[src/rtl/digit_matcher_if.sv]
// digit_matcher bus: pixel strobes and control in,
// captured frame and match results out.
interface digit_matcher_if;
  logic [24:0] model_in;
  logic        learn_en;
  logic        clear_tmpl;
  logic [24:0] frame_q;
  logic        frame_valid;
  logic [3:0]  tmpl_count;
  logic [3:0]  match_digit;
  logic [4:0]  match_dist;
  logic        result_valid;
  logic        busy;
  logic        frame_drop;

  modport master (
    output model_in,
    output learn_en,
    output clear_tmpl,
    input  frame_q,
    input  frame_valid,
    input  tmpl_count,
    input  match_digit,
    input  match_dist,
    input  result_valid,
    input  busy,
    input  frame_drop
  );

  modport slave (
    input  model_in,
    input  learn_en,
    input  clear_tmpl,
    output frame_q,
    output frame_valid,
    output tmpl_count,
    output match_digit,
    output match_dist,
    output result_valid,
    output busy,
    output frame_drop
  );
endinterface

[src/rtl/digit_matcher.sv]
// digit_matcher: rebuilds 5x5 frames from serial strobes,
// learns digit templates and reports the nearest one.
module digit_matcher #(
  parameter int SLOT_CLKS   = 12,
  parameter int FRAME_SLOTS = 28,
  parameter int N_TMPL      = 10
) (
  input logic          clk,
  input logic          rst,
  digit_matcher_if.slave bus
);

  localparam int CW = $clog2(SLOT_CLKS);
  localparam int SW = $clog2(FRAME_SLOTS);
  localparam logic [CW-1:0] CLK_LAST  = CW'(SLOT_CLKS - 1);
  localparam logic [SW-1:0] SLOT_LAST = SW'(FRAME_SLOTS - 1);
  localparam logic [3:0]    TMAX      = 4'(N_TMPL);
  localparam logic [4:0]    DIST_MAX  = 5'd25;
  localparam logic [3:0]    NONE      = 4'hF;

  typedef enum logic [1:0] {
    S_IDLE,
    S_CMP,
    S_DONE
  } state_t;

  state_t        r_state;
  state_t        w_next;

  logic [CW-1:0] r_clk_cnt;
  logic [SW-1:0] r_slot_cnt;
  logic [24:0]   r_acc;
  logic [24:0]   r_frame_q;
  logic          r_frame_valid;
  logic          r_frame_drop;
  logic          r_cmp_req;

  logic [24:0]   r_tmpl [N_TMPL];
  logic [3:0]    r_tmpl_count;

  logic [3:0]    r_k;
  logic [4:0]    r_best_dist;
  logic [3:0]    r_best_slot;

  logic [3:0]    r_match_digit;
  logic [4:0]    r_match_dist;
  logic          r_result_valid;

  logic          w_slot_end;
  logic          w_frame_end;
  logic          w_busy;
  logic          w_cmp_step;
  logic          w_done_fire;
  logic [24:0]   w_frame_in;
  logic          w_learn_wr;
  logic [3:0]    w_idx;
  logic [24:0]   w_diff;
  logic [4:0]    w_dist;
  logic [3:0]    w_digit;

  assign w_slot_end  = (r_clk_cnt == CLK_LAST);
  assign w_frame_end = w_slot_end && (r_slot_cnt == SLOT_LAST);
  assign w_frame_in  = r_acc | bus.model_in;

  // A finished frame is stored only when not comparing,
  // there is room, and no clear is pending this cycle.
  assign w_learn_wr  = w_frame_end && !w_busy
                    && bus.learn_en
                    && (r_tmpl_count < TMAX)
                    && !bus.clear_tmpl;

  // Free-running slot/frame timer, phase-locked to upstream by reset.
  always_ff @(posedge clk or posedge rst) begin
    if (rst) begin
      r_clk_cnt  <= '0;
      r_slot_cnt <= '0;
    end else if (w_slot_end) begin
      r_clk_cnt  <= '0;
      r_slot_cnt <= (r_slot_cnt == SLOT_LAST) ? '0
                  : r_slot_cnt + 1'b1;
    end else begin
      r_clk_cnt  <= r_clk_cnt + 1'b1;
    end
  end

  // OR-accumulate strobes; latch the frame on its last cycle.
  always_ff @(posedge clk or posedge rst) begin
    if (rst) begin
      r_acc         <= '0;
      r_frame_q     <= '0;
      r_frame_valid <= 1'b0;
      r_frame_drop  <= 1'b0;
      r_cmp_req     <= 1'b0;
    end else if (w_frame_end) begin
      r_acc         <= '0;
      r_frame_valid <= !w_busy;
      r_frame_drop  <= w_busy;
      r_cmp_req     <= !w_busy && !bus.learn_en;
      if (!w_busy) begin
        r_frame_q   <= w_frame_in;
      end
    end else begin
      r_acc         <= w_frame_in;
      r_frame_valid <= 1'b0;
      r_frame_drop  <= 1'b0;
      r_cmp_req     <= 1'b0;
    end
  end

  // Template store; clear takes priority over a learn write.
  always_ff @(posedge clk or posedge rst) begin
    if (rst) begin
      r_tmpl_count <= '0;
      for (int i = 0; i < N_TMPL; i++) begin
        r_tmpl[i] <= '0;
      end
    end else if (bus.clear_tmpl) begin
      r_tmpl_count <= '0;
    end else if (w_learn_wr) begin
      r_tmpl[r_tmpl_count] <= w_frame_in;
      r_tmpl_count         <= r_tmpl_count + 1'b1;
    end
  end

  // FSM state register.
  always_ff @(posedge clk or posedge rst) begin
    if (rst) begin
      r_state <= S_IDLE;
    end else begin
      r_state <= w_next;
    end
  end

  // FSM next-state: walk slots 0..count-1, clear aborts.
  always_comb begin
    w_next = r_state;
    unique case (r_state)
      S_IDLE: begin
        if (r_cmp_req) begin
          if (r_tmpl_count == 4'd0 || bus.clear_tmpl) begin
            w_next = S_DONE;
          end else begin
            w_next = S_CMP;
          end
        end
      end
      S_CMP: begin
        if (bus.clear_tmpl) begin
          w_next = S_IDLE;
        end else if (r_k == r_tmpl_count - 4'd1) begin
          w_next = S_DONE;
        end
      end
      S_DONE: begin
        w_next = S_IDLE;
      end
      default: begin
        w_next = S_IDLE;
      end
    endcase
  end

  // FSM outputs: busy through CMP/DONE, result unless aborted.
  always_comb begin
    w_busy      = 1'b0;
    w_cmp_step  = 1'b0;
    w_done_fire = 1'b0;
    unique case (r_state)
      S_IDLE: begin
        w_busy = 1'b0;
      end
      S_CMP: begin
        w_busy     = 1'b1;
        w_cmp_step = !bus.clear_tmpl;
      end
      S_DONE: begin
        w_busy      = 1'b1;
        w_done_fire = !bus.clear_tmpl;
      end
      default: begin
        w_busy = 1'b0;
      end
    endcase
  end

  // Hamming distance between the held frame and the current slot.
  always_comb begin
    w_idx  = (r_k < TMAX) ? r_k : 4'd0;
    w_diff = r_frame_q ^ r_tmpl[w_idx];
    w_dist = '0;
    for (int i = 0; i < 25; i++) begin
      w_dist = w_dist + {4'd0, w_diff[i]};
    end
  end

  // Best-so-far tracking; strict compare keeps the lowest slot on ties.
  always_ff @(posedge clk or posedge rst) begin
    if (rst) begin
      r_k         <= '0;
      r_best_dist <= DIST_MAX;
      r_best_slot <= NONE;
    end else if (r_state == S_IDLE) begin
      r_k         <= '0;
      r_best_dist <= DIST_MAX;
      r_best_slot <= NONE;
    end else if (w_cmp_step) begin
      r_k <= r_k + 1'b1;
      if (w_dist < r_best_dist) begin
        r_best_dist <= w_dist;
        r_best_slot <= r_k;
      end
    end
  end

  // Slot k holds digit (k+1) mod 10.
  always_comb begin
    if (r_best_slot == NONE) begin
      w_digit = NONE;
    end else if (r_best_slot == 4'd9) begin
      w_digit = 4'd0;
    end else begin
      w_digit = r_best_slot + 4'd1;
    end
  end

  // Publish the match when DONE completes.
  always_ff @(posedge clk or posedge rst) begin
    if (rst) begin
      r_match_digit  <= NONE;
      r_match_dist   <= '0;
      r_result_valid <= 1'b0;
    end else begin
      r_result_valid <= w_done_fire;
      if (w_done_fire) begin
        r_match_digit <= w_digit;
        r_match_dist  <= r_best_dist;
      end
    end
  end

  assign bus.frame_q      = r_frame_q;
  assign bus.frame_valid  = r_frame_valid;
  assign bus.tmpl_count   = r_tmpl_count;
  assign bus.match_digit  = r_match_digit;
  assign bus.match_dist   = r_match_dist;
  assign bus.result_valid = r_result_valid;
  assign bus.busy         = w_busy;
  assign bus.frame_drop   = r_frame_drop;

endmodule

[src/flat_wrapper.sv]
// flat-port wrapper written by rule: the top's interface ports become plain ports
module digit_matcher_flat 
#(
  parameter int SLOT_CLKS   = 12,
  parameter int FRAME_SLOTS = 28,
  parameter int N_TMPL      = 10
)
  (clk, rst, bus_model_in, bus_learn_en, bus_clear_tmpl, bus_frame_q, bus_frame_valid, bus_tmpl_count, bus_match_digit, bus_match_dist, bus_result_valid, bus_busy, bus_frame_drop);
  digit_matcher_if bus_i ();
  input logic clk;
  input logic rst;
  input wire logic [$bits(bus_i.model_in)-1:0] bus_model_in;
  input wire logic [$bits(bus_i.learn_en)-1:0] bus_learn_en;
  input wire logic [$bits(bus_i.clear_tmpl)-1:0] bus_clear_tmpl;
  output wire logic [$bits(bus_i.frame_q)-1:0] bus_frame_q;
  output wire logic [$bits(bus_i.frame_valid)-1:0] bus_frame_valid;
  output wire logic [$bits(bus_i.tmpl_count)-1:0] bus_tmpl_count;
  output wire logic [$bits(bus_i.match_digit)-1:0] bus_match_digit;
  output wire logic [$bits(bus_i.match_dist)-1:0] bus_match_dist;
  output wire logic [$bits(bus_i.result_valid)-1:0] bus_result_valid;
  output wire logic [$bits(bus_i.busy)-1:0] bus_busy;
  output wire logic [$bits(bus_i.frame_drop)-1:0] bus_frame_drop;
  assign bus_i.model_in = bus_model_in;
  assign bus_i.learn_en = bus_learn_en;
  assign bus_i.clear_tmpl = bus_clear_tmpl;
  assign bus_frame_q = bus_i.frame_q;
  assign bus_frame_valid = bus_i.frame_valid;
  assign bus_tmpl_count = bus_i.tmpl_count;
  assign bus_match_digit = bus_i.match_digit;
  assign bus_match_dist = bus_i.match_dist;
  assign bus_result_valid = bus_i.result_valid;
  assign bus_busy = bus_i.busy;
  assign bus_frame_drop = bus_i.frame_drop;
  digit_matcher #(.SLOT_CLKS(SLOT_CLKS), .FRAME_SLOTS(FRAME_SLOTS), .N_TMPL(N_TMPL)) u_core (.clk(clk), .rst(rst), .bus(bus_i));
endmodule
[config.mk]
export PLATFORM = sky130hd
export DESIGN_NAME = digit_matcher_flat
export DESIGN_NICKNAME = d
export VERILOG_FILES = /design/src/rtl/digit_matcher_if.sv /design/src/rtl/digit_matcher.sv /design/src/flat_wrapper.sv
export SDC_FILE = /design/constraint.sdc
export NUM_CORES = 1
export LEC_CHECK = 0
export ABC_AREA = 1
export CAP_MARGIN = 20
export CORE_ASPECT_RATIO = 1.2
export CORE_MARGIN = 2
export CORE_UTILIZATION = 28
export DETAILED_ROUTE_END_ITERATION = 12
export SYNTH_ARGS = -nofsm -noshare
export SYNTH_HDL_FRONTEND = slang
export SYNTH_SLANG_ARGS = --single-unit
export TNS_END_PERCENT = 1
[constraint.sdc]
create_clock -name clk -period 12.6 [get_ports clk]
set_clock_uncertainty 0.2 [all_clocks]
set_input_delay 2.52 -clock clk [delete_from_list [all_inputs] [get_ports clk]]
set_output_delay 2.52 -clock clk [all_outputs]
set_load 0.02 [all_outputs]
---- After elaboration in Yosys (flattened, before gate mapping) ----
Cells that the tools add are included.
word-level totals
  bits in registers ....................... 341
  input port bits ......................... 29
  output and inout port bits .............. 42
  word-level logic and storage cells ...... 130
cells by class
  add/subtract/negate cells ............... 30
  magnitude comparators ................... 6
  equal/unequal tests ..................... 9
  muxes and demuxes ....................... 33
  bitwise gates (word level) .............. 6
  reduce and logical (&&, ||, !) cells .... 21
operators with widths
  kind                                                      number
  bitwise mux 250 bit                                       1
  adder 5 x 1 -> 5 bit                                      23
  binary-select mux 25 bit (select 4 bit)                   1
  demux 25 bit (select 4 bit)                               1
  two-way mux 25 bit                                        4
  two-way mux 4 bit                                         11
  OR 25 bit                                                 1
  bitwise XOR 25 bit                                        1
  two-way mux 5 bit                                         4
  adder 4 x 1 -> 4 bit, second input constant               4
  equality test 4 bit, second input constant                3
  greater-or-equal comparator 5 bit, second input constant  2
  NOT 4 -> 5 bit                                            2
  < comparator 4 bit, second input constant                 2
  two-way mux 2 bit                                         4
  AND reduction 2 bit                                       4
  logical AND 1 bit                                         7
  two-way mux 1 bit                                         6
  nonzero test 2 bit                                        3
  adder 5 x 1 -> 5 bit, second input constant               1
  equality test 5 bit, second input constant                1
  < comparator 5 x 1 -> 1 bit, second input constant        1
  < comparator 5 bit                                        1
  equality test 4 bit                                       1
  other kinds (13)                                          16

---- Longest topological paths before layout ----
Gate-level depths: netlist of run 1.
  word-level depth ........................ 35
  depth in mapped cells ................... 35
  gate-level depth less buffers ........... 32

---- Worst setup path before layout of run 1 ----
OpenSTA, ideal clock, no wires.
  path kind ............................... reg2reg
  start point ............................. register u_core.r_k[1]
  end point ............................... register u_core.r_best_dist[1]
  library setup time ...................... 0.135 ns
  data arrival time ....................... 6.386 ns
  required time ........................... 12.265 ns
  slack ................................... 5.879 ns
  cell stages (with the launch flop) ...... 33
  buffers on the path ..................... 3
  clock period less this slack ............ 6.721 ns
  cell sequence ........................... dfrtp_1 > o21ai_1 > buf_2 > clkbuf_1 > nand3_1 > nand3_1 > nand3_1 > nand3_1 > nand2_1 > nand2_1 > nand2_1 > ha_1 > fa_1 > fa_1 > fa_1 > fa_1 > inv_1 > fa_1 > inv_1 > ha_1 > inv_1 > fa_1 > o21ai_0 > ha_1 > nand2_1 > nor2_1 > o21ai_0 > o211ai_1 > nand2_1 > nand2_1 > clkbuf_1 > nand2_1 > o31ai_1
between the ends
  word-level cells in the longest chain between the ends .. 34
  elaborated cells on any way between the ends .. 37
  those cells by class .................... add/sub: 24; order compare: 2; mux: 7; bitwise: 2; reduce/logical: 2
ends and longest elaborated chain
  element                                                                    line                  text
  start: declaration                                                         digit_matcher.sv:41   logic [3:0] r_k;
  start signal: assignment                                                   digit_matcher.sv:207  r_k <= r_k + 1'b1;
  < comparator 4 bit                                                         digit_matcher.sv:188  w_idx = (r_k < TMAX) ? r_k : 4'd0;
  two-way mux 4 bit (*)                                                      digit_matcher.sv:188
  NOT 4 -> 5 bit (implied by the code) (*)                                   digit_matcher.sv:189  w_diff = r_frame_q ^ r_tmpl[w_idx];
  binary-select mux 25 bit (select 4 bit) (*)                                digit_matcher.sv:189
  two-way mux 25 bit (implied by the code) (*) (2 in a row)                  digit_matcher.sv:189
  bitwise XOR 25 bit (*)                                                     digit_matcher.sv:189
  adder 1 x 1 -> 2 bit                                                       digit_matcher.sv:192  w_dist = w_dist + {4'd0, w_diff[i]};
  adder 5 x 1 -> 5 bit (22 in a row)                                         digit_matcher.sv:192
  adder 5 x 1 -> 5 bit (*)                                                   digit_matcher.sv:192
  < comparator 5 bit or two-way mux 5 bit (tied branches)                    digit_matcher.sv:208  if (w_dist < r_best_dist) begin
  nonzero test 2 bit (no source line) or two-way mux 5 bit (tied branches)   n/a
  AND reduction 2 bit (no source line) or two-way mux 5 bit (tied branches)  n/a
  end signal: assignment                                                     digit_matcher.sv:209  r_best_dist <= w_dist;
  end: declaration                                                           digit_matcher.sv:42   logic [4:0] r_best_dist;
Mark *: on every way between the ends. The rest lies on a longest branch, timed or not. The select of a mux whose other input is x is not followed.
A chain may end at the register's enable or synchronous reset.

---- Final worst setup path of run 1 ----
  start point ............................. register u_core.r_k[3]
  end point ............................... register u_core.r_best_dist[1]
The elaborated chain is that of the path after synthesis.

==> results of run 1 <==
[state kept, by name, indices dropped and copies added, names as in the netlist, 2 cells and up]
name,flops
u_core.bus.tmpl_count,4
u_core.r_k,4
u_core.r_acc,25
u_core.r_clk_cnt,4
u_core.bus.match_digit,4
u_core.r_state,2
u_core.bus.match_dist,5
u_core.r_best_slot,4
u_core.r_tmpl,250
u_core.r_slot_cnt,5
u_core.r_best_dist,5
u_core.bus.frame_q,25
[cell usage in the layout (no fill, tap or decap), drive strengths merged, types with 2 or more instances in the layout]
master	count
clkinv	6
xnor2	5
nand4	3
nor3	5
o21ai	309
o31ai	2
nor4	2
ha	21
o21bai	2
fa	18
o211ai	2
bufinv	4
a22o	7
inv	93
a21oi	15
clkdlybuf4s50	70
xor2	2
clkbuf	46
nand2	663
nand3b	10
dfrtp	330
dfstp	11
buf	16
nand3	203
nor2	101
[metal layers]
metal | wire, µm | global-route usage | up-vias | share of wire
met5 | 0 | 0 | - | 0
met3 | 1800 | 0.0178 | 65 | 0.042
met4 | 1260 | 0.0521 | 0 | 0.029
met1 | 18000 | 0.176 | 6266 | 0.42
met2 | 22100 | 0.265 | 303 | 0.51
li1 | - | - | 6258 | -
[cell families (layout without fill, tap and decap cells)]
group                      Yosys count  after routing  share of synthesized area
and+or+nand+nor                    989            989                      0.255
DFF                                341            341                      0.524
AOI/OAI and AO/OA                  340            340                      0.111
buffers and inverters              225            235                     0.0686
adders and majority gates           39             39                     0.0382
xor gates and xnor gates             7              7                    0.00376
[report_power, final]
part	leakage, nW	internal [W]	total, W	switching [W]
registers	4.45	0.00114	0.00115	0.0000175
logic	3.58	0.0000719	0.000215	0.000143
clock network	0.563	0.000630	0.00105	0.000420
total	8.59	0.00184	0.00242	0.000581
[metrics by stage]
| step | cell area (µm²) | util | setup slack [ns] |
|---|---|---|---|
| after floorplan | 16300 | - | 0.447 |
| after global placement | 17300 | 0.302 | 4.74 |
| after detailed placement | 17300 | 0.302 | 4.58 |
| after CTS | 18500 | 0.322 | 4.52 |
| after global routing | 18500 | 0.322 | 4.05 |
| final | 18500 | 0.322 | 4.50 |
[cell type report]
type                       instances  area [µm²]  share of cell area
inverter                          94         360              0.0195
tap                              735         920              0.0497
clock inverter                     9         156             0.00845
timing repair buffer              86         853              0.0461
clock buffer                      46         987              0.0533
multi-input combinational       1375        6680               0.361
sequential                       341        8550               0.462
[worst min path at each step]
stage / cells past startpoint / end / from / slack (ns)
after floorplan: 1 / u_core.r_clk_cnt[0]$_DFF_PP0_ / u_core.r_clk_cnt[0]$_DFF_PP0_ / 0.23
after global placement: 1 / u_core.r_clk_cnt[0]$_DFF_PP0_ / u_core.r_clk_cnt[0]$_DFF_PP0_ / 0.25
after detailed placement: 2 / u_core.bus.match_digit[2]$_DFFE_PP1P_ / u_core.bus.match_digit[2]$_DFFE_PP1P_ / 0.26
after CTS: 2 / u_core.bus.match_digit[2]$_DFFE_PP1P_ / u_core.bus.match_digit[2]$_DFFE_PP1P_ / 0.27
after global routing: 2 / u_core.bus.match_digit[2]$_DFFE_PP1P_ / u_core.bus.match_digit[2]$_DFFE_PP1P_ / 0.28
final: 1 / u_core.r_clk_cnt[0]$_DFF_PP0_ / u_core.r_clk_cnt[0]$_DFF_PP0_ / 0.27
==> results.tsv, run 1 <==
stage	metric	value	unit
status	status	complete, no violations	
sta	Hold Fails Final Rpt	0	
detailed_routing	DR pass1 iterations	5	
detailed_routing	drt wl/cell	16.1	µm
synth	syn_area_per_cell	8.41	µm²
global_routing	largest net degree at the start of global routing	177	
die	die width	224	µm
setup_path	critical path class	flop to flop	
synth	Mapped Cells	1941	
detailed_routing	overall routed net length	43200	µm
sta	hold_ws	0.269	ns
placed_design	PortBufs	70	
global_routing	GRT Util Overall	0.145	
die	die span in y	269	µm
clock_tree	clk buf depth	3	
synth	Async SR Flop Fraction	1.00	
setup_path	crit path from	u_core.r_k[3]$_DFFE_PP0P_	
clock_tree	Clk pin slew, worst setup/hold paths	0.07	ns
global_routing	vias in the first global route	12572	
synth	most frequent cell after synthesis	nand2_1	
power	peak supply drop	0.0654	mV
clock_tree	H-tree levels	2	
power	Cell Pwr Density	131	nW/µm²
setup_path	Crit. End Element	flop	
setup_path	Critical R2R Capture	u_core.r_best_dist[1]$_DFFE_PP0P_	
synth	share of the synthesized area in the top cell type	0.506	
sta	RSZ-0062 raised after global routing	no	
synth	Synth top cells by count	nand2_1, dfrtp_1, o21ai_1	
die	io pins	71	
setup_path	Worst EP arrival	8.33	ns
global_routing	GR Overflow Total	0	
synth	Post-synth EDFFs	0	
sta	Max Slew Vio Count	0	
die	die area	60300	µm²
setup_path	slowest CP cell	nand2_2	
placed_design	global placer's final weighted congestion	0.817	
clock_tree	Resized Gates After CTS	0	
die	Starting Density	0.284	
clock_tree	CTS sink count	341	
detailed_routing	Routed Antenna Nets	0	
synth	largest cells by area after synthesis	dfrtp_1, nand2_1, o21ai_1	
detailed_routing	initial drt markers	1100	
power	leak pwr	8.59	nW
synth	cell taking the most area after synthesis	dfrtp_1	
sta	Max Freq	123	MHz
clock_tree	cts hold-fix bufs	0	
sta	setup TNS	0	ns
setup_path	RR Startpoint	u_core.r_k[3]$_DFFE_PP0P_	
clock_tree	CTS tree	done	
final_layout	Fillers	5948	
min_path	min-delay worst type	flop to flop	
clock_tree	Root Driver	clkbuf_16	
synth	sequential area share after synthesis	0.524	
synth	Yosys reg bits	341	
final_layout	synth-to-layout area growth	13.4	%
synth	YS warnings	0	
clock_tree	Setup Fix Bufs, Post-CTS	0	
clock_tree	CTS Buf Count	34	
detailed_routing	Avg Vias per Cell	4.80	
setup_path	CP max FO	28	
die	core area	57400	µm²
sta	final setup fails	0	
setup_path	most used cell, CP	fa_1	
final_layout	final cell count without fillers	2686	
clock_tree	Clk Latency, worst-skew pair	0.52	ns
synth	Unique masters post-synth	42	
sta	Slew HR	0.277	
final_layout	Net count, final	2000	
setup_path	CP delay by family, top	adder cells	
setup_path	largest stage delay on the critical path	0.61	ns
global_routing	first-pass GRT wire length	69800	µm
setup_path	reg2reg path depth	29	
synth	ys flop type	dfrtp_1	
setup_path	Critical Path RT	12.83	ns
detailed_routing	vias	12892	
setup_path	crit path to	u_core.r_best_dist[1]$_DFFE_PP0P_	
power	Pwr Total	0.00242	W
job	max_cap viols	0	
setup_path	crit start category	flop	
placed_design	hpwl dp	26600	µm
final_layout	# diodes	0	
placed_design	Inst Count DP	2629	
detailed_routing	# DRC	0	
sta	worst-margin pin slew	1.08	ns
die	Row Count	96	
sta	post-layout min period	8.10	ns
synth	post-synthesis instance area	16300	µm²
setup_path	R2R Setup Slk	4.50	ns
setup_path	WP buf/inv	6	
setup_path	Worst path depth	29	
final_layout	share of layout cells above drive strength 1	0.0610	
sta	period utilization	0.643	
global_routing	initial antenna violation count	0	
synth	syn nets	2009	
No activity file was read; power rests on OpenSTA's default activity.
==> run 2, diff against run 1 <==
==> constraint.sdc (replaced) <==
create_clock -name clk -period 8.2 [get_ports clk]
set_clock_uncertainty 0.2 [all_clocks]
set_input_delay 1.64 -clock clk [delete_from_list [all_inputs] [get_ports clk]]
set_output_delay 1.64 -clock clk [all_outputs]
set_load 0.02 [all_outputs]
==> run 2 against run 1 <==
Compared with the run above:
- power increased by 53%
- clock-buffer cell count grew 6
- register-to-register slack worse by 3.8 ns
- hold slack got worse by 0.0046 ns
- maximum frequency up 8.2%
- largest cell class unchanged
==> results.tsv, run 2 (synthesis results as in run 1) <==
stage	metric	value	unit	change
final_layout	synth-to-layout area growth	13.7	%	
setup_path	most used cell, CP	nand2_1		
global_routing	GR Overflow Total	0		unchanged
clock_tree	Setup Fix Bufs, Post-CTS	0		unchanged
die	Row Count	96		unchanged
global_routing	initial antenna violation count	0		unchanged
sta	RSZ-0062 raised after global routing	no		
setup_path	WP buf/inv	5		-1
sta	Max Slew Vio Count	0		unchanged
die	Starting Density	0.284		unchanged
clock_tree	Root Driver	clkbuf_16		
placed_design	Setup WS pre-CTS	0.751	ns	-3.83 ns
global_routing	vias in the first global route	12739		+1.3%
clock_tree	Resized Gates After CTS	0		unchanged
final_layout	Net count, final	2010		+0.50%
clock_tree	H-tree levels	2		unchanged
final_layout	Largest Register	u_core.r_tmpl		
final_layout	commonest cells after routing, fill and taps aside	nand2_1, dfrtp_1, o21ai_1		
global_routing	largest net degree at the start of global routing	131		-26%
detailed_routing	vias	12993		+0.78%
die	die area	60300	µm²	unchanged
clock_tree	CTS tree	done		
placed_design	hpwl dp	27500	µm	+3.4%
setup_path	crit start category	flop		
detailed_routing	Top Layer Used	met4		
setup_path	RR Startpoint	u_core.r_k[3]$_DFFE_PP0P_		
sta	Hold Fails Final Rpt	0		unchanged
detailed_routing	overall routed net length	44900	µm	+3.9%
clock_tree	Clk Latency, worst-skew pair	0.53	ns	about the same
detailed_routing	# DRC	0		unchanged
die	core area	57400	µm²	unchanged
clock_tree	CTS sink count	341		unchanged
detailed_routing	DR pass1 iterations	5		unchanged
detailed_routing	Routed Antenna Nets	0		unchanged
setup_path	CP max FO	50		+79%
sta	Slew HR	0.288		+0.0105
global_routing	first-pass GRT wire length	71800	µm	+2.8%
sta	setup TNS	0	ns	unchanged
clock_tree	CTS Buf Count	34		unchanged
min_path	Hold Crit Depth	1		unchanged
power	leak pwr	8.63	nW	+0.49%
status	status	complete, no violations		
setup_path	largest stage delay on the critical path	0.59	ns	-0.02 ns
sta	period utilization	0.913		+0.270
sta	final setup fails	0		unchanged
min_path	min-delay worst type	flop to flop		
detailed_routing	met3 routed WL	1980	µm	+10%
placed_design	PortBufs	70		unchanged
setup_path	Crit. End Element	flop		
detailed_routing	drt wl/cell	16.6	µm	+3.3%
setup_path	critical path class	flop to flop		
sta	Max Freq	134	MHz	+8.2%
power	peak supply drop	0.109	mV	+67%
final_layout	# diodes	0		unchanged
die	io pins	71		unchanged
setup_path	Worst EP arrival	7.71	ns	-0.62 ns
final_layout	most common library cell in the layout ignoring fill and taps	nand2_1		
final_layout	max FFs per register	250		unchanged
clock_tree	Clk pin slew, worst setup/hold paths	0.06	ns	about the same
setup_path	R2R Setup Slk	0.71	ns	-3.78 ns
final_layout	share of layout cells above drive strength 1	0.0661		+0.00510
job	max_cap viols	0		unchanged
detailed_routing	DRT met1 WL	18600	µm	+3.0%
sta	worst-margin pin slew	1.06	ns	-0.0197 ns
final_layout	Fillers	5943		-0.084%
setup_path	CP delay by family, top	adder cells		
clock_tree	clk buf depth	3		unchanged
clock_tree	cts hold-fix bufs	0		unchanged
detailed_routing	initial drt markers	1124		+2.2%
die	die width	224	µm	unchanged
min_path	min-delay src	u_core.r_clk_cnt[0]$_DFF_PP0_		
placed_design	global placer's final weighted congestion	0.814		-0.36%
detailed_routing	Avg Vias per Cell	4.81		+0.19%
power	Cell Pwr Density	200	nW/µm²	+53%
sta	post-layout min period	7.49	ns	-0.616 ns
detailed_routing	DR WL met2	22600	µm	+2.0%
setup_path	reg2reg path depth	30		+3.4%
setup_path	Critical R2R Capture	u_core.r_best_dist[1]$_DFFE_PP0P_		
die	die span in y	269	µm	unchanged
setup_path	Critical Path RT	8.42	ns	-4.41 ns
global_routing	GRT Util Overall	0.151		+0.00584
sta	worst setup margin	0.713	ns	-3.78 ns
setup_path	slowest CP cell	fa_1		
min_path	hold path endpoint	u_core.r_clk_cnt[0]$_DFF_PP0_		
==> run 2: cell count changes in the layout (fill, tap and decap cells not counted), sizes merged <==
cell      previous run  this run
buf                 16        26
bufinv               4         2
clkbuf              46        52
clkinv               6         9
clkinvlp             0         1
inv                 93        91
==> run 2: power breakdown <==
part / total (W) / switching, W / internal, W
Clock: 0.00160 / 0.000660 / 0.000941
Combinational: 0.000334 / 0.000222 / 0.000112
Sequential: 0.00177 / 0.0000267 / 0.00175
==> run 2: metrics by stage <==
step	total power [W]	hold slack (ns)	std cells	area (µm²)	util
after CTS	0.00375	0.268	2702	18600	0.323
after floorplan	0.00201	0.233	1941	16300	-
after global placement	0.00213	0.249	2640	17400	0.303
after detailed placement	0.00214	0.257	2641	17400	0.304
after global routing	0.00385	0.278	2702	18600	0.323
final	0.00371	0.264	2702	18600	0.323
==> run 2: layout make-up <==
| cell class | instances | area (µm²) | share of cell area |
|---|---|---|---|
| flip-flops and latches | 341 | 8550 | 0.461 |
| multi-input cells | 1375 | 6680 | 0.360 |
| inverters | 94 | 357 | 0.0192 |
| clock buffers | 52 | 1040 | 0.0561 |
| repair buffers | 96 | 925 | 0.0498 |
| clock inverters | 9 | 95.1 | 0.00512 |
| well taps | 735 | 920 | 0.0495 |
==> run 2: worst register-to-register path: cells and delay by family (launching register included) <==
| family | cells | cell delay, ns |
|---|---|---|
| buffers and inverters | 5 | 0.80 |
| AOI/OAI and AO/OA | 5 | 0.86 |
| and+or+nand+nor | 12 | 1.58 |
| adders and majority gates | 8 | 3.44 |
| DFF | 1 | 0.50 |
==> run 2: worst max-delay path by stage <==
stage	start	endpoint	slack, ns	cells after the start
after floorplan	u_core.r_k[1]$_DFFE_PP0P_	u_core.r_best_dist[1]$_DFFE_PP0P_	1.48	32
after CTS	u_core.r_k[1]$_DFFE_PP0P_	u_core.r_best_dist[1]$_DFFE_PP0P_	0.73	31
after global routing	u_core.r_k[3]$_DFFE_PP0P_	u_core.r_best_dist[2]$_DFFE_PP0P_	0.18	30
after detailed placement	u_core.r_k[3]$_DFFE_PP0P_	u_core.r_best_dist[1]$_DFFE_PP0P_	0.75	30
final	u_core.r_k[3]$_DFFE_PP0P_	u_core.r_best_dist[1]$_DFFE_PP0P_	0.71	30
after global placement	u_core.r_k[1]$_DFFE_PP0P_	u_core.r_best_dist[1]$_DFFE_PP0P_	0.91	31
==> run 2: routing by layer <==
layer / vias to the layer above / global-route usage
li1: 6292 / -
met1: 6279 / 0.182
met2: 334 / 0.270
met3: 88 / 0.0205
met4: 0 / 0.0662
met5: - / 0
==> run 3, diff against run 2 <==
--- a/config.mk
+++ b/config.mk
@@ -9,7 +9,7 @@
 export CAP_MARGIN = 20
 export CORE_ASPECT_RATIO = 1.2
 export CORE_MARGIN = 2
-export CORE_UTILIZATION = 28
+export CORE_UTILIZATION = 40
 export DETAILED_ROUTE_END_ITERATION = 12
 export SYNTH_ARGS = -nofsm -noshare
 export SYNTH_HDL_FRONTEND = slang
==> run 3 against run 2 <==
Compared with the run above:
- clock power decreased by 3%
- sequential power about the same
- via count increased by 1.1%
- final cell count decreased by 7.3%
- global-route usage increased by 6.3 points
==> results.tsv, run 3 (synthesis results as in run 1) <==
stage	metric	value	unit	change
sta	Hold Fails Final Rpt	0		unchanged
sta	worst setup margin	0.602	ns	-0.111 ns
power	sequential share of power	0.483		+0.005
setup_path	WP buf/inv	4		-1
status	status	complete, no violations		
min_path	min-delay worst type	flop to flop		
global_routing	largest net degree at the start of global routing	77		-41%
power	P_int	0.00275	W	-1.9%
global_routing	initial antenna violation count	0		unchanged
die	core area	40500	µm²	-29%
setup_path	most used cell, CP	fa_1		
final_layout	most common library cell in the layout ignoring fill and taps	nand2_1		
detailed_routing	initial drt markers	1091		-2.9%
power	Cell Pwr Density	201	nW/µm²	+0.53%
final_layout	max FFs per register	250		unchanged
job	max_cap viols	0		unchanged
sta	final setup fails	0		unchanged
setup_path	CP max FO	38		-24%
setup_path	slowest CP cell	fa_1		
clock_tree	Clk pin slew, worst setup/hold paths	0.06	ns	about the same
sta	RSZ-0062 raised after global routing	no		
detailed_routing	# DRC	0		unchanged
final_layout	# diodes	0		unchanged
placed_design	Cell Area, Placed	17100	µm²	-1.6%
clock_tree	H-tree levels	2		unchanged
final_layout	commonest cells after routing, fill and taps aside	nand2_1, dfrtp_1, o21ai_1		
sta	worst-margin pin slew	1.06	ns	-0.00556 ns
setup_path	critical path class	flop to flop		
global_routing	GR Overflow Total	0		unchanged
setup_path	Crit. End Element	flop		
placed_design	global placer's final weighted congestion	0.834		+2.5%
min_path	Hold Crit Depth	2		+1
placed_design	Inst Count DP	2440		-7.6%
clock_tree	Resized Gates After CTS	0		unchanged
clock_tree	clk buf depth	3		unchanged
detailed_routing	vias	13134		+1.1%
clock_tree	CTS sink count	341		unchanged
detailed_routing	DR pass1 iterations	5		unchanged
final_layout	Fillers	3960		-33%
power	Comb pwr share	0.091		about the same
setup_path	crit start category	flop		
setup_path	reg2reg path depth	29		-3.3%
detailed_routing	Routed Antenna Nets	0		unchanged
die	Starting Density	0.403		+0.118
power	clock power share	0.426		-0.006
final_layout	final cell count without fillers	2506		-7.3%
placed_design	PortBufs	70		unchanged
clock_tree	cts hold-fix bufs	0		unchanged
final_layout	share of layout cells above drive strength 1	0.0651		-0.00102
final_layout	Net count, final	2008		-0.10%
sta	Max Freq	132	MHz	-1.5%
placed_design	Setup WS pre-CTS	0.671	ns	-0.0802 ns
final_layout	Largest Register	u_core.r_tmpl		
die	die width	188	µm	-16%
sta	period utilization	0.927		+0.0136
clock_tree	CTS Buf Count	35		+2.9%
detailed_routing	drt wl/cell	17.7	µm	+6.3%
setup_path	CP delay by family, top	adder cells		
sta	Slew HR	0.291		+0.00372
sta	setup TNS	0	ns	unchanged
detailed_routing	Avg Vias per Cell	5.24		+9.0%
die	io pins	71		unchanged
sta	post-layout min period	7.60	ns	+0.111 ns
setup_path	Worst EP arrival	7.82	ns	+0.11 ns
clock_tree	Root Driver	clkbuf_16		
global_routing	GRT Util Overall	0.214		+0.0631
setup_path	Critical Path RT	8.42	ns	about the same
setup_path	largest stage delay on the critical path	0.55	ns	-0.04 ns
clock_tree	CTS tree	done		
power	peak supply drop	0.136	mV	+24%
placed_design	hpwl dp	26800	µm	-2.7%
power	leak pwr	8.60	nW	-0.32%
power	switch share	0.252		+0.00677
clock_tree	Setup Fix Bufs, Post-CTS	0		unchanged
power	sw power	0.000925	W	+1.8%
die	die area	42400	µm²	-30%
die	die span in y	225	µm	-16%
clock_tree	Clk Latency, worst-skew pair	0.54	ns	about the same
die	Row Count	81		-16%
global_routing	first-pass GRT wire length	71400	µm	-0.44%
setup_path	Worst path depth	29		-3.3%
final_layout	cell area after layout	18300	µm²	-1.5%
sta	Max Slew Vio Count	0		unchanged
detailed_routing	overall routed net length	44300	µm	-1.4%
global_routing	vias in the first global route	12847		+0.85%
final_layout	synth-to-layout area growth	12.0	%	
## run 3: cell count changes in the layout (fill, tap and decap cells not counted)
cell,previous run,this run
buf_4,23,20
clkinv_8,0,2
clkbuf_8,6,8
inv_6,0,1
bufinv_16,2,0
clkbuf_16,37,36
nor2_4,1,2
clkinv_2,7,6
nor2_2,2,1
clkbuf_1,9,11
## run 3: cell type report
| type | instances | area (µm²) | area share |
|---|---|---|---|
| multi-input combinational | 1375 | 6680 | 0.365 |
| inverter | 94 | 357 | 0.0195 |
| timing repair buffer | 93 | 902 | 0.0493 |
| clock inverter | 9 | 71.3 | 0.00390 |
| sequential | 341 | 8550 | 0.467 |
| tap | 539 | 674 | 0.0369 |
| clock buffer | 55 | 1050 | 0.0575 |
## run 3: power groups by stage
stage	registers, W	logic (W)	clock network [W]
floorplan	0.00182	0.000191	0
global placement	0.00180	0.000330	0
detailed placement	0.00180	0.000336	0
CTS	0.00177	0.000339	0.00160
global route	0.00178	0.000376	0.00166
finish	0.00177	0.000335	0.00156
## run 3: worst reg2reg max path, delay by kind of cell, from the launching register on
family	cells	cell delay, ns
fa+ha+maj	9	3.74
simple gates	12	1.55
compound gates	4	0.79
buf+inv	4	0.73
flops	1	0.47
## run 3: worst paths after layout
check / slack [ns] / endpoint / startpoint
setup / recovery: 0.60 / u_core.r_best_dist[1]$_DFFE_PP0P_ / u_core.r_k[1]$_DFFE_PP0P_
hold / removal: 0.27 / u_core.bus.match_digit[0]$_DFFE_PP1P_ / u_core.bus.match_digit[0]$_DFFE_PP1P_
setup reg to reg: 0.60 / u_core.r_best_dist[1]$_DFFE_PP0P_ / u_core.r_k[1]$_DFFE_PP0P_
hold reg to reg: 0.27 / u_core.bus.match_digit[0]$_DFFE_PP1P_ / u_core.bus.match_digit[0]$_DFFE_PP1P_
max in group asynchronous: 4.83 / u_core.r_tmpl[140]$_DFFE_PP0P_ / rst
min in group asynchronous: 1.30 / u_core.r_tmpl[24]$_DFFE_PP0P_ / rst
## run 3: routing by layer
layer / part of all wire / vias to the layer above / track usage
met5: 0 / - / 0
met1: 0.44 / 6400 / 0.281
met4: 0.037 / 0 / 0.0905
met2: 0.48 / 350 / 0.359
met3: 0.044 / 97 / 0.0279
li1: - / 6287 / -
## run 3: metrics by stage
step | utilization | hold slack [ns] | power, W
5_1_grt | 0.451 | 0.285 | 0.00381
2_1_floorplan | - | 0.233 | 0.00201
3_3_place_gp | 0.423 | 0.247 | 0.00213
3_5_place_dp | 0.423 | 0.258 | 0.00214
4_1_cts | 0.451 | 0.269 | 0.00371
6_report | 0.451 | 0.266 | 0.00367
